File: src/rtl/fp_mul_seq.sv
// Sequential floating-point multiplier: shift-add significand product (one bit per cycle), RNE rounding,
// flush-to-zero for denormals, saturation to infinity, valid/ready handshakes on both sides.
module fp_mul_seq #(
    parameter int  EXP_W = 8,
    parameter int  MAN_W = 23,
    localparam int W     = EXP_W + MAN_W + 1
) (
    input  logic         clk,
    input  logic         rst_n,
    input  logic         in_valid,
    output logic         in_ready,
    input  logic [W-1:0] a,
    input  logic [W-1:0] b,
    output logic         out_valid,
    input  logic         out_ready,
    output logic [W-1:0] result,
    output logic         overflow,
    output logic         underflow,
    output logic         zero
);
    localparam int N  = MAN_W + 1;
    localparam int CW = $clog2(MAN_W + 2);
    localparam logic signed [EXP_W+1:0] BIAS = (EXP_W+2)'(2**(EXP_W-1) - 1);
    localparam logic signed [EXP_W+1:0] EMAX = (EXP_W+2)'(2**EXP_W - 1);

    typedef enum logic [1:0] {IDLE, MUL, NORM, DONE} state_t;
    state_t state, state_nxt;

    logic             sign_q, spec_z_q, spec_i_q;
    logic [EXP_W-1:0] ea_q, eb_q;
    logic [N-1:0]     mc;
    logic [2*N-1:0]   prod;
    logic [CW-1:0]    cnt;

    logic accept;
    assign accept = in_valid && in_ready;

    // One shift-add step: add the multiplicand to the upper half when the current multiplier bit is set.
    function automatic logic [2*N-1:0] step(input logic [2*N-1:0] p, input logic [N-1:0] m);
        logic [N:0] s;
        s = {1'b0, p[2*N-1:N]} + (p[0] ? {1'b0, m} : {(N+1){1'b0}});
        return {s, p[N-1:1]};
    endfunction

    logic [EXP_W-1:0] ea_in, eb_in;
    logic             z_in, i_in;
    assign ea_in = a[W-2:MAN_W];
    assign eb_in = b[W-2:MAN_W];
    assign z_in  = (ea_in == '0) || (eb_in == '0);
    assign i_in  = (ea_in == '1) || (eb_in == '1);

    // Normalisation and rounding of the finished product.
    logic signed [EXP_W+1:0] e0, e1, e2;
    logic [2*N-2:0]          sh;
    logic                    guard, sticky, rnd;
    logic [MAN_W:0]          fr;
    logic [W-1:0]            n_res;
    logic                    n_ovf, n_unf;

    always_comb begin
        e0     = $signed({2'b00, ea_q}) + $signed({2'b00, eb_q}) - BIAS;
        sh     = prod[2*N-1] ? prod[2*N-2:0] : {prod[2*N-3:0], 1'b0};
        e1     = prod[2*N-1] ? e0 + (EXP_W+2)'(1) : e0;
        guard  = sh[N-1];
        sticky = |sh[N-2:0];
        rnd    = guard && (sticky || sh[N]);
        fr     = {1'b0, sh[2*N-2:N]} + {{MAN_W{1'b0}}, rnd};
        e2     = fr[MAN_W] ? e1 + (EXP_W+2)'(1) : e1;
        n_ovf  = 1'b0;
        n_unf  = 1'b0;
        n_res  = {sign_q, e2[EXP_W-1:0], fr[MAN_W-1:0]};
        if (e2 >= EMAX) begin
            n_ovf = 1'b1;
            n_res = {sign_q, {EXP_W{1'b1}}, {MAN_W{1'b0}}};
        end else if (e2 <= 0) begin
            n_unf = 1'b1;
            n_res = {sign_q, {(W-1){1'b0}}};
        end
    end

    always_ff @(posedge clk or negedge rst_n) begin
        if (!rst_n) state <= IDLE;
        else        state <= state_nxt;
    end

    always_comb begin
        state_nxt = state;
        case (state)
            IDLE: if (accept) state_nxt = MUL;
            MUL:  if (spec_z_q || spec_i_q)   state_nxt = DONE;
                  else if (cnt == CW'(N - 1)) state_nxt = NORM;
            NORM: state_nxt = DONE;
            DONE: if (out_ready) state_nxt = IDLE;
            default: state_nxt = IDLE;
        endcase
    end

    always_comb begin
        in_ready  = (state == IDLE);
        out_valid = (state == DONE);
    end

    // The accept edge already performs the first iteration; MUL performs the remaining MAN_W.
    always_ff @(posedge clk or negedge rst_n) begin
        if (!rst_n) begin
            sign_q    <= 1'b0;
            spec_z_q  <= 1'b0;
            spec_i_q  <= 1'b0;
            ea_q      <= '0;
            eb_q      <= '0;
            mc        <= '0;
            prod      <= '0;
            cnt       <= '0;
            result    <= '0;
            overflow  <= 1'b0;
            underflow <= 1'b0;
            zero      <= 1'b0;
        end else begin
            case (state)
                IDLE: if (accept) begin
                    sign_q   <= a[W-1] ^ b[W-1];
                    spec_z_q <= z_in;
                    spec_i_q <= i_in && !z_in;
                    ea_q     <= ea_in;
                    eb_q     <= eb_in;
                    mc       <= {1'b1, a[MAN_W-1:0]};
                    prod     <= step({{N{1'b0}}, 1'b1, b[MAN_W-1:0]}, {1'b1, a[MAN_W-1:0]});
                    cnt      <= CW'(1);
                end
                MUL: begin
                    if (spec_z_q) begin
                        result <= {sign_q, {(W-1){1'b0}}};
                        zero   <= 1'b1;
                    end else if (spec_i_q) begin
                        result   <= {sign_q, {EXP_W{1'b1}}, {MAN_W{1'b0}}};
                        overflow <= 1'b1;
                    end else begin
                        prod <= step(prod, mc);
                        cnt  <= cnt + CW'(1);
                    end
                end
                NORM: begin
                    result    <= n_res;
                    overflow  <= n_ovf;
                    underflow <= n_unf;
                    zero      <= 1'b0;
                end
                DONE: if (out_ready) begin
                    overflow  <= 1'b0;
                    underflow <= 1'b0;
                    zero      <= 1'b0;
                end
                default: ;
            endcase
        end
    end
endmodule

File: config.mk
export PLATFORM = sky130hd
export DESIGN_NAME = fp_mul_seq
export DESIGN_NICKNAME = d
export VERILOG_FILES = /design/src/rtl/fp_mul_seq.sv
export SDC_FILE = /design/constraint.sdc
export NUM_CORES = 1
export LEC_CHECK = 0
export BUFFER_PORTS_ARGS = -buffer_cell sky130_fd_sc_hd__buf_4
export CAP_MARGIN = 20
export CORE_UTILIZATION = 30
export CTS_CLUSTER_DIAMETER = 100
export DETAILED_ROUTE_END_ITERATION = 6
export PLACE_DENSITY = 0.51
export SLEW_MARGIN = 10
export SYNTH_ARGS = -nofsm -noshare
export SYNTH_HDL_FRONTEND = slang
export SYNTH_SLANG_ARGS = --single-unit
File: constraint.sdc
create_clock -name clk -period 5.23 [get_ports clk]
set_clock_uncertainty 0.1 [all_clocks]
set_input_delay 1.046 -clock clk [delete_from_list [all_inputs] [get_ports clk]]
set_output_delay 1.046 -clock clk [all_outputs]
set_load 0.05 [all_outputs]
Yosys cells after proc, flatten, opt, wreduce, memory -nomap -nowiden
Index checks and enable logic that the tools add are counted.
W data, S select, Z words.
{"block": "totals", "regBits": 133, "out_inout_bits": 37, "word_cells": 93}
{"block": "classes", "addsub": 7, "magnitude_cmp": 2, "n_eq_ne": 14, "n_mux": 33, "bitwise": 1, "n_reduce_logical": 23}
{"cell": "$mux W48", "n": 3}
{"cell": "$pmux W48 S2", "n": 1}
{"cell": "$mux W32", "n": 2}
{"cell": "$pmux W32 S2", "n": 1}
{"cell": "$mux W31", "n": 2}
{"cell": "$mux W24", "n": 2}
{"cell": "$mux W47", "n": 1}
{"cell": "$add A24 B24 Y25", "n": 1}
{"cell": "$add A23 B1 Y24", "n": 1}
{"cell": "$reduce_or A23 Y1", "n": 1}
{"cell": "$add A10 B2 Y10 const B", "n": 2}
{"cell": "$mux W10", "n": 2}
{"cell": "$eq A8 B8 Y1 const B", "n": 2}
{"cell": "$logic_not A8 Y1", "n": 2}
{"cell": "$mux W5", "n": 3}
{"cell": "$ge A10 B9 Y1 const B", "n": 1}
{"cell": "$le A10 B1 Y1 const B", "n": 1}
{"cell": "$pmux W5 S2", "n": 1}
{"cell": "$sub A9 B7 Y10 const B", "n": 1}
{"cell": "$add A8 B8 Y9", "n": 1}
{"cell": "$mux W2", "n": 4}
{"cell": "$ne A2 B2 Y1 const B", "n": 4}
{"cell": "$pmux W2 S4", "n": 1}
{"cell": "$reduce_and A4 Y1", "n": 2}
{"cell": "other kinds (18)", "n": 38}

Longest topological paths before layout
Gate-level depths: netlist (run 1).
{"block": "logic_depth", "word_depth": 10, "mapped_depth": 16, "mapped_depth_nobuf": 14}

Worst setup path before layout (run 1)
No wires, ideal clock.
{"block": "synth_path", "path_kind": "register to register", "startpoint": "reg prod[47]", "endpoint": "reg result[22]", "setup_time_ns": 0.122, "t_arrival_ns": 4.092, "required_time_ns": 5.008, "slack_ns": 0.917, "path_stages_with_launch": 17, "path_cell_list": "dfrtp_1 buf_6 buf_2 buf_1 clkbuf_1 clkbuf_1 mux2_2 ha_1 nand3_1 nor4b_1 nand4_1 or2_2 nor2_1 nand4b_1 nor2_1 a31oi_1 a32o_1"}
{"block": "synth_between", "elab_chain_len": 10, "word_cells_on_any_way": 13, "classes_between": "add/sub: 2; order compare: 2; mux: 6; reduce/logical: 3"}
{"element": "start: declaration", "line": "32", "source": "logic [2*N-1:0] prod;"}
{"element": "start signal: assignment", "line": "127", "source": "prod <= step({{N{1'b0}}, 1'b1, b[MAN_W-1:0]}, {1'b1, a[MAN_W-1:0]});"}
{"element": "start signal: assignment", "line": "138", "source": "prod <= step(prod, mc);"}
{"element": "$mux W47", "line": "62", "source": "sh = prod[2*N-1] ? prod[2*N-2:0] : {prod[2*N-3:0], 1'b0};"}
{"element": "$reduce_or A23 Y1", "line": "65", "source": "sticky = |sh[N-2:0];"}
{"element": "$logic_or A1 B1 Y1", "line": "66", "source": "rnd = guard && (sticky || sh[N]);"}
{"element": "$logic_and A1 B1 Y1", "line": "66"}
{"element": "$add A23 B1 Y24", "line": "67", "source": "fr = {1'b0, sh[2*N-2:N]} + {{MAN_W{1'b0}}, rnd};"}
{"element": "$mux W10", "line": "68", "source": "e2 = fr[MAN_W] ? e1 + (EXP_W+2)'(1) : e1;"}
{"element": "$le A10 B1 Y1", "line": "75", "source": "end else if (e2 <= 0) begin"}
{"element": "$mux W31", "line": "75"}
{"element": "$mux W31 (*)", "line": "72", "source": "if (e2 >= EMAX) begin"}
{"element": "$pmux W32 S2 (*)", "line": "119", "source": "case (state)"}
{"element": "end signal: assignment", "line": "132", "source": "result <= {sign_q, {(W-1){1'b0}}};"}
{"element": "end signal: assignment", "line": "135", "source": "result <= {sign_q, {EXP_W{1'b1}}, {MAN_W{1'b0}}};"}
{"element": "end signal: assignment", "line": "143", "source": "result <= n_res;"}
{"element": "end: declaration", "line": "16", "source": "output logic [W-1:0] result,"}
Mark *: on every way between the ends. The rest lies on a longest branch, timed or not.
A chain may end at the register's enable or synchronous reset.

Worst setup path in the final report (run 1)
{"block": "layout_path", "startpoint": "reg ea_q[1]", "endpoint": "reg result[10]"}
{"block": "layout_between", "elab_chain_len": 10, "word_cells_on_any_way": 11, "classes_between": "add/sub: 4; order compare: 2; mux: 5"}
{"element": "start: declaration", "line": "30", "source": "logic [EXP_W-1:0] ea_q, eb_q;"}
{"element": "start signal: assignment", "line": "124", "source": "ea_q <= ea_in;"}
{"element": "$add A8 B8 Y9 (*)", "line": "61", "source": "e0 = $signed({2'b00, ea_q}) + $signed({2'b00, eb_q}) - BIAS;"}
{"element": "$sub A9 B7 Y10 (*)", "line": "61"}
{"element": "$add A10 B2 Y10", "line": "63", "source": "e1 = prod[2*N-1] ? e0 + (EXP_W+2)'(1) : e0;"}
{"element": "$mux W10 (*)", "line": "63"}
{"element": "$add A10 B2 Y10", "line": "68"}
{"element": "$mux W10 (*)", "line": "68"}
{"element": "$le A10 B1 Y1", "line": "75"}
{"element": "$mux W31", "line": "75"}
{"element": "$mux W31 (*)", "line": "72"}
{"element": "$pmux W32 S2 (*)", "line": "119"}
Marks and branches as above.

==> metrics.md, run 1 <==
| Metric | Value |
|---|---|
| Adder-cell area share of the yosys netlist | `6.90%` |
| RSZ-0062 raised after global routing | `false` |
| Global-route wire length before repair | `38.6 mm` |
| Top FF cell, synth | `dfrtp_1` |
| Fin crit share | `83.8%` |
| DP Wirelength | `between 15 and 20 mm` |
| Synthesized area | `slightly above 9000 um2` |
| Final setup TNS | `0 ns` |
| Top cells by area, synth | `dfrtp_1 37%, ha_1 6.5%, mux2_2 5.8%, mux2i_1 4.8%, xnor2_1 3.8%` |
| Die Height | `176 um` |
| Hold Crit Class | `reg -> reg` |
| Maximum Capacitance Violations | `0` |
| Die area | `approximately 31000 um2` |
| Syn avg cell area | `about 9.5 um2` |
| R2R depth | `13` |
| Vias per inst | `5.06` |
| Antenna violations before repair | `0` |
| R2r endpoint | `result[10]` |
| Initial Util | `slightly above 30%` |
| Drt pass-1 iters | `5` |
| Number of global-route vias before repair | `about 7400` |
| # rows | `63` |
| Fin nets | `1160` |
| Port bufs | `between 100 and 150` |
| Final Max Slew Viols | `0` |
| Drt initial violations | `253` |
| Setup repair bufs after CTS | `0` |
| Pin count of the biggest net entering global routing | `100` |
| CP Capture Type | `register` |
| Synth Area in Compound Gates | `between 10% and 20%` |
| Clock Path Buffers | `2` |
| Drt drc | `0` |
| Number of synthesized register bits | `133` |
| CTS Root Cell | `clkbuf_16` |
| Max frequency | `0.228 GHz` |
| CTS H-tree depth | `4` |
| CP required | `5.49 ns` |
| Syn Inst Count | `955` |
| Post-synthesis xor/xnor area fraction | `between 6 and 7%` |
| Ys Warns | `0` |
| Layout cells sized above 1 | `21.5%` |
| Area grow syn2layout | `19.7%` |
| Worst Path Arrival | `4.64 ns` |
| # fillers | `3016` |
| Clock input transition at the sequential cells of the worst setup and hold paths | `roughly 0.060 ns` |
| Worst skew pair latency | `0.42 ns` |
| Cts bufs inserted | `17` |
| Multiplexer share of the synthesized area | `10.8%` |
| Sinks on Clock Net | `approximately 130` |
| Total GRT Usage | `15.7%` |
| Post-synth cell types | `just over 80` |
| Multi-input gate area | `5470 um2` |
| Layout Utilization | `36.7%` |
| Crit path kind | `reg -> reg` |
| CTS tree | `yes` |
| Status | `finished, final reports clean` |
| Largest family of logic cells by synthesized area | `compound AO/OA/AOI/OAI gates` |
| Slew headroom | `between 30% and 40%` |
| Overflow left after global routing | `0` |
| RR Startpoint | `ea_q[1]` |
| Startpoint Class | `register` |
| CP endpoint | `result[10]` |
| DR WL/cell | `approximately 16 um` |
| Setup-failing EPs final | `0` |
| Syn Nets | `1072` |
| RD Place Congestion | `a little over 0.8` |
| Minimum clock period | `4.38 ns` |
| Core ar. | `between 20000 and 30000 um2` |
| Crit path max fanout | `17` |
| IO Count | `105` |
| # resized after CTS | `0` |
| Die width | `176 um` |
| Final Hold Viols | `0` |
| Share of the synthesized area in the top cell type | `between 30 and 40%` |
| Final WL | `23.6 mm` |
| FF-to-FF setup slack | `0.85 ns` |
| Number of synthesized flops with an enable pin | `0` |
| Register area | `between 3000 and 4000 um2` |
| Synth Area in Simple Gates | `~18%` |
| Cell taking the most area after synthesis | `dfrtp_1` |
| Routed Antenna Nets | `0` |
| Diodes inserted | `0` |
| Hold-fix buffers, CTS | `0` |
| Sequential fraction of the synthesis area | `a little over a third` |
| Worst Tran Pin Value | `~0.99 ns` |
| Total number of vias | `7316` |
| Ys async rst share | `100%` |
| Hold Path Origin | `mc[23]` |
| Critical Path Source | `ea_q[1]` |
[registers in the layout (all words and copies together), names as in the netlist]
register   count
eb_q           8
prod          48
underflow      1
spec_i_q       1
state          2
spec_z_q       1
cnt            5
ea_q           8
result        32
zero           1
sign_q         1
mc            24
overflow       1
[worst min path at each step]
stage	to	slack, ns	depth (start not counted)
global placement	mc[23]	0.34	1
global route	mc[6]	0.41	1
detailed placement	mc[23]	0.35	1
finish	mc[23]	0.36	1
CTS	mc[23]	0.36	1
floorplan	mc[23]	0.33	1
[cell usage after synthesis (13+ instances only)]
master / n
a211oi_1: 13
inv_1: 27
xnor2_1: 40
o21ai_0: 54
a21o_1: 18
nor2_1: 70
mux2i_1: 44
a221oi_1: 13
a21oi_1: 43
ha_1: 47
dfrtp_1: 133
mux2_2: 47
xor2_1: 22
nand4_1: 14
nand2_1: 86
a22o_1: 24
and2_1: 24
clkbuf_1: 35
nand3_1: 27
[routing by layer]
metal	wire length [um]	part of all wire, %	track usage, %
met1	11700	50	21.9
met2	10700	45	25.1
met3	935	4.0	2.76
met4	276	1.2	3.84
met5	0	0	0
[cells in the final DEF (no fill, tap or decap), drive strengths merged, types with 41 or more instances in the layout]
| master | Yosys | routed |
|---|---|---|
| buf | 13 | 117 |
| o21ai | 58 | 58 |
| a21oi | 43 | 43 |
| mux2 | 47 | 47 |
| dfrtp | 133 | 133 |
| mux2i | 45 | 45 |
| ha | 47 | 47 |
| xnor2 | 41 | 41 |
| nand2 | 86 | 86 |
| nor2 | 70 | 70 |
[cell type report]
| type | count | share of cell area [%] |
|---|---|---|
| multi-input combinational | 747 | 50.2 |
| sequential | 133 | 30.6 |
| timing repair buffer | 117 | 8.20 |
| tap | 390 | 4.48 |
| clock buffer | 20 | 4.01 |
| clock inverter | 12 | 1.65 |
| inverter | 27 | 0.930 |
[logic make-up after synthesis]
kind of cell | Yosys count
mux | 92
xor+xnor | 64
simple gates | 308
compound gates | 234
flops | 133
fa+ha+maj | 49
buf+inv | 75
[through the flow]
step,setup WS (ns),instances,hold WS (ns),area [um2]
after detailed placement,0.868,1414,0.348,10300
after global placement,0.496,1412,0.344,10300
after floorplan,0.917,955,0.326,9110
after global routing,0.451,1446,0.408,10900
after CTS,0.851,1446,0.362,10900
final,0.848,1446,0.359,10900
[worst max-delay path, stage by stage, from the launching register on]
cell and delay (ns):
dfrtp_1 0.38, ha_1 0.30, ha_1 0.25, fa_1 0.46, a211oi_2 0.40, nor2_1 0.18
nor4_1 0.48, nand4_1 0.15, a311oi_1 0.33, o21ai_0 0.17, and2_1 0.24, nor4_4 0.49
buf_6 0.25, a22o_1 0.14
Power of run 1 is not shown: default switching activity piles up to over one toggle a cycle in this logic, so the estimate is an artifact.
==> run 2: changes to the inputs <==
--- a/config.mk
+++ b/config.mk
@@ -10,7 +10,7 @@
 export CORE_UTILIZATION = 30
 export CTS_CLUSTER_DIAMETER = 100
 export DETAILED_ROUTE_END_ITERATION = 6
-export PLACE_DENSITY = 0.51
+export PLACE_DENSITY = 0.52
 export SLEW_MARGIN = 10
 export SYNTH_ARGS = -nofsm -noshare
 export SYNTH_HDL_FRONTEND = slang
==> constraint.sdc (replaced) <==
create_clock -name clk -period 3.5 [get_ports clk]
set_clock_uncertainty 0.1 [all_clocks]
set_input_delay 0.7 -clock clk [delete_from_list [all_inputs] [get_ports clk]]
set_output_delay 0.7 -clock clk [all_outputs]
set_load 0.05 [all_outputs]
==> run 2 against run 1 <==
  * Hold slack got worse by 0.18 ns
  * The run now ends with setup timing left
  * Sequential share of layout area decreased by 3.1 points
  * Global-route usage increased by 1.7 points
  * Non-clock buffer count increased by 120
  * Cell count increased by 8.4%
  * Final area increased by 11%
  * Flip-flop and latch count unchanged
  * First-iteration DRC count increased by 40%
  * Critical path depth increased by 3
  * Utilization increased by 4.1 points
  * Setup slack got worse by 1.2 ns
  * Fmax increased by 13%
==> metrics.md, run 2 (synthesized netlist as in run 1, its figures left out) <==
| Metric | Value |
|---|---|
| Crit path kind | `reg -> reg` |
| Worst setup margin | `-0.377 ns` |
| Slew headroom | `47.2%` |
| RR Startpoint | `eb_q[1]` |
| Worst Path Arrival | `4.14 ns` |
| Total number of vias | `7854` |
| Violated checks | `setup timing` |
| # rows | `63` |
| DP Wirelength | `19.1 mm` |
| Diodes inserted | `0` |
| Worst Tran Pin Value | `0.792 ns` |
| Drt initial violations | `about 360` |
| Final cell count without fillers | `1567` |
| FF-to-FF setup slack | `-0.38 ns` |
| DR WL/cell | `16.7 um` |
| Startpoint Class | `register` |
| Most frequent cells in the layout | `230 x buf_4, 132 x dfrtp_1, 84 x nand2_1` |
| Number of global-route vias before repair | `7948` |
| Overflow left after global routing | `0` |
| Max reg flops | `48` |
| R2r endpoint | `result[11]` |
| Final Max Slew Viols | `0` |
| Max frequency | `0.258 GHz` |
| Drt drc | `0` |
| Layout cells sized above 1 | `32.6%` |
| Status | `finished with violations` |
| Port bufs | `approximately 100` |
| Layout Utilization | `between 40% and 50%` |
| Die width | `176 um` |
| R2R depth | `16` |
| Critical Path Source | `eb_q[1]` |
| Fin crit share | `111%` |
| Clock input transition at the sequential cells of the worst setup and hold paths | `0.06 ns` |
| CTS tree | `yes` |
| Minimum clock period | `3.88 ns` |
| Sinks on Clock Net | `133` |
| RD Place Congestion | `0.823` |
| Global-route wire length before repair | `around 42 mm` |
| Worst skew pair latency | `0.43 ns` |
| Pin count of the biggest net entering global routing | `76` |
| Inst Count DP | `between 1500 and 2000` |
| Cts bufs inserted | `17` |
| Top Registers | `prod: 48 flops, result: 32 flops, mc: 24 flops` |
| Setup-failing EPs final | `33` |
| Most common cell after layout, fill and taps aside | `buf_4` |
| Core ar. | `29700 um2` |
| Final WL | `~26 mm` |
| Initial Util | `a little under a third` |
| CTS H-tree depth | `4` |
| Die Height | `176 um` |
| Hold Crit Class | `in -> async` |
| Final Hold Viols | `0` |
| CP Capture Type | `register` |
| CP required | `between 3 and 4 ns` |
| Vias per inst | `approximately 5.0` |
| IO Count | `105` |
| Antenna violations before repair | `0` |
| Total GRT Usage | `between 10% and 20%` |
| Die area | `31100 um2` |
| Drt pass-1 iters | `5` |
| CTS Root Cell | `clkbuf_16` |
| Routed Antenna Nets | `0` |
| RSZ-0062 raised after global routing | `true` |
| Fin nets | `1281` |
| Largest Register | `prod` |
| Maximum Capacitance Violations | `0` |
| Area grow syn2layout | `33.0%` |
| Hold-fix buffers, CTS | `0` |
| Clock Path Buffers | `2` |
| Crit path max fanout | `8` |
==> run 2: final cells by class <==
cell class	count	area (um2)
clock buffers	21	470
clock inverters	11	174
fillers	2959	17600
inverters	27	101
multi-input cells	748	5720
flip-flops and latches	133	3330
well taps	390	488
repair buffers	237	1820
==> run 2: metal layers <==
| layer | track usage [%] | share of wire (%) | vias to the layer above | routed length, um |
|---|---|---|---|---|
| met5 | 0 | 0 | - | 0 |
| met4 | 5.04 | 1.3 | 0 | 344 |
| met3 | 2.58 | 3.0 | 20 | 779 |
| met2 | 27.9 | 46 | 123 | 11900 |
| met1 | 24.3 | 50 | 3779 | 13100 |
| li1 | - | - | 3932 | - |
==> run 2: worst max-delay path by stage <==
stage / cells after the start / slack, ns / end
6_report: 16 / -0.38 / result[11]
4_1_cts: 16 / -0.36 / result[5]
5_1_grt: 16 / -0.54 / result[15]
3_3_place_gp: 12 / -0.82 / result[22]
3_5_place_dp: 12 / -0.85 / result[22]
2_1_floorplan: 16 / -0.15 / result[22]
==> run 2: worst max-delay path, cell delays in order (launching register included) <==
cell and delay, ns:
dfrtp_1 0.41, ha_4 0.26, ha_4 0.16, fa_2 0.56, nand4b_1 0.18, a211o_1 0.38, buf_4 0.16, a211oi_2 0.31
or3_4 0.20, o21ai_1 0.07, a21oi_2 0.23, nor4_4 0.05, buf_4 0.16, buf_12 0.12, nor4_4 0.17, buf_6 0.18
a22o_1 0.12
==> run 2: what timing repair did <==
| action | in CTS | in global routing |
|---|---|---|
| endpoints found under the setup margin | 33 | 35 |
| resized for setup | 25 | 13 |
| pin swaps | 13 | 14 |
| gates cloned | 1 | 0 |
| setup buffers | 10 | 8 |
==> run 2: metrics by stage <==
step / cell area (um2) / setup WS (ns) / hold WS, ns / setup TNS (ns)
final: 12100 / -0.377 / 0.182 / -11.44
after global routing: 12100 / -0.538 / 0.256 / -16.50
after CTS: 12000 / -0.360 / 0.237 / -10.58
after detailed placement: 11100 / -0.851 / 0.371 / -22.81
after global placement: 11100 / -0.816 / 0.343 / -21.53
after floorplan: 9190 / -0.149 / 0.304 / -4.01
Power of run 2 is left out for the same reason.
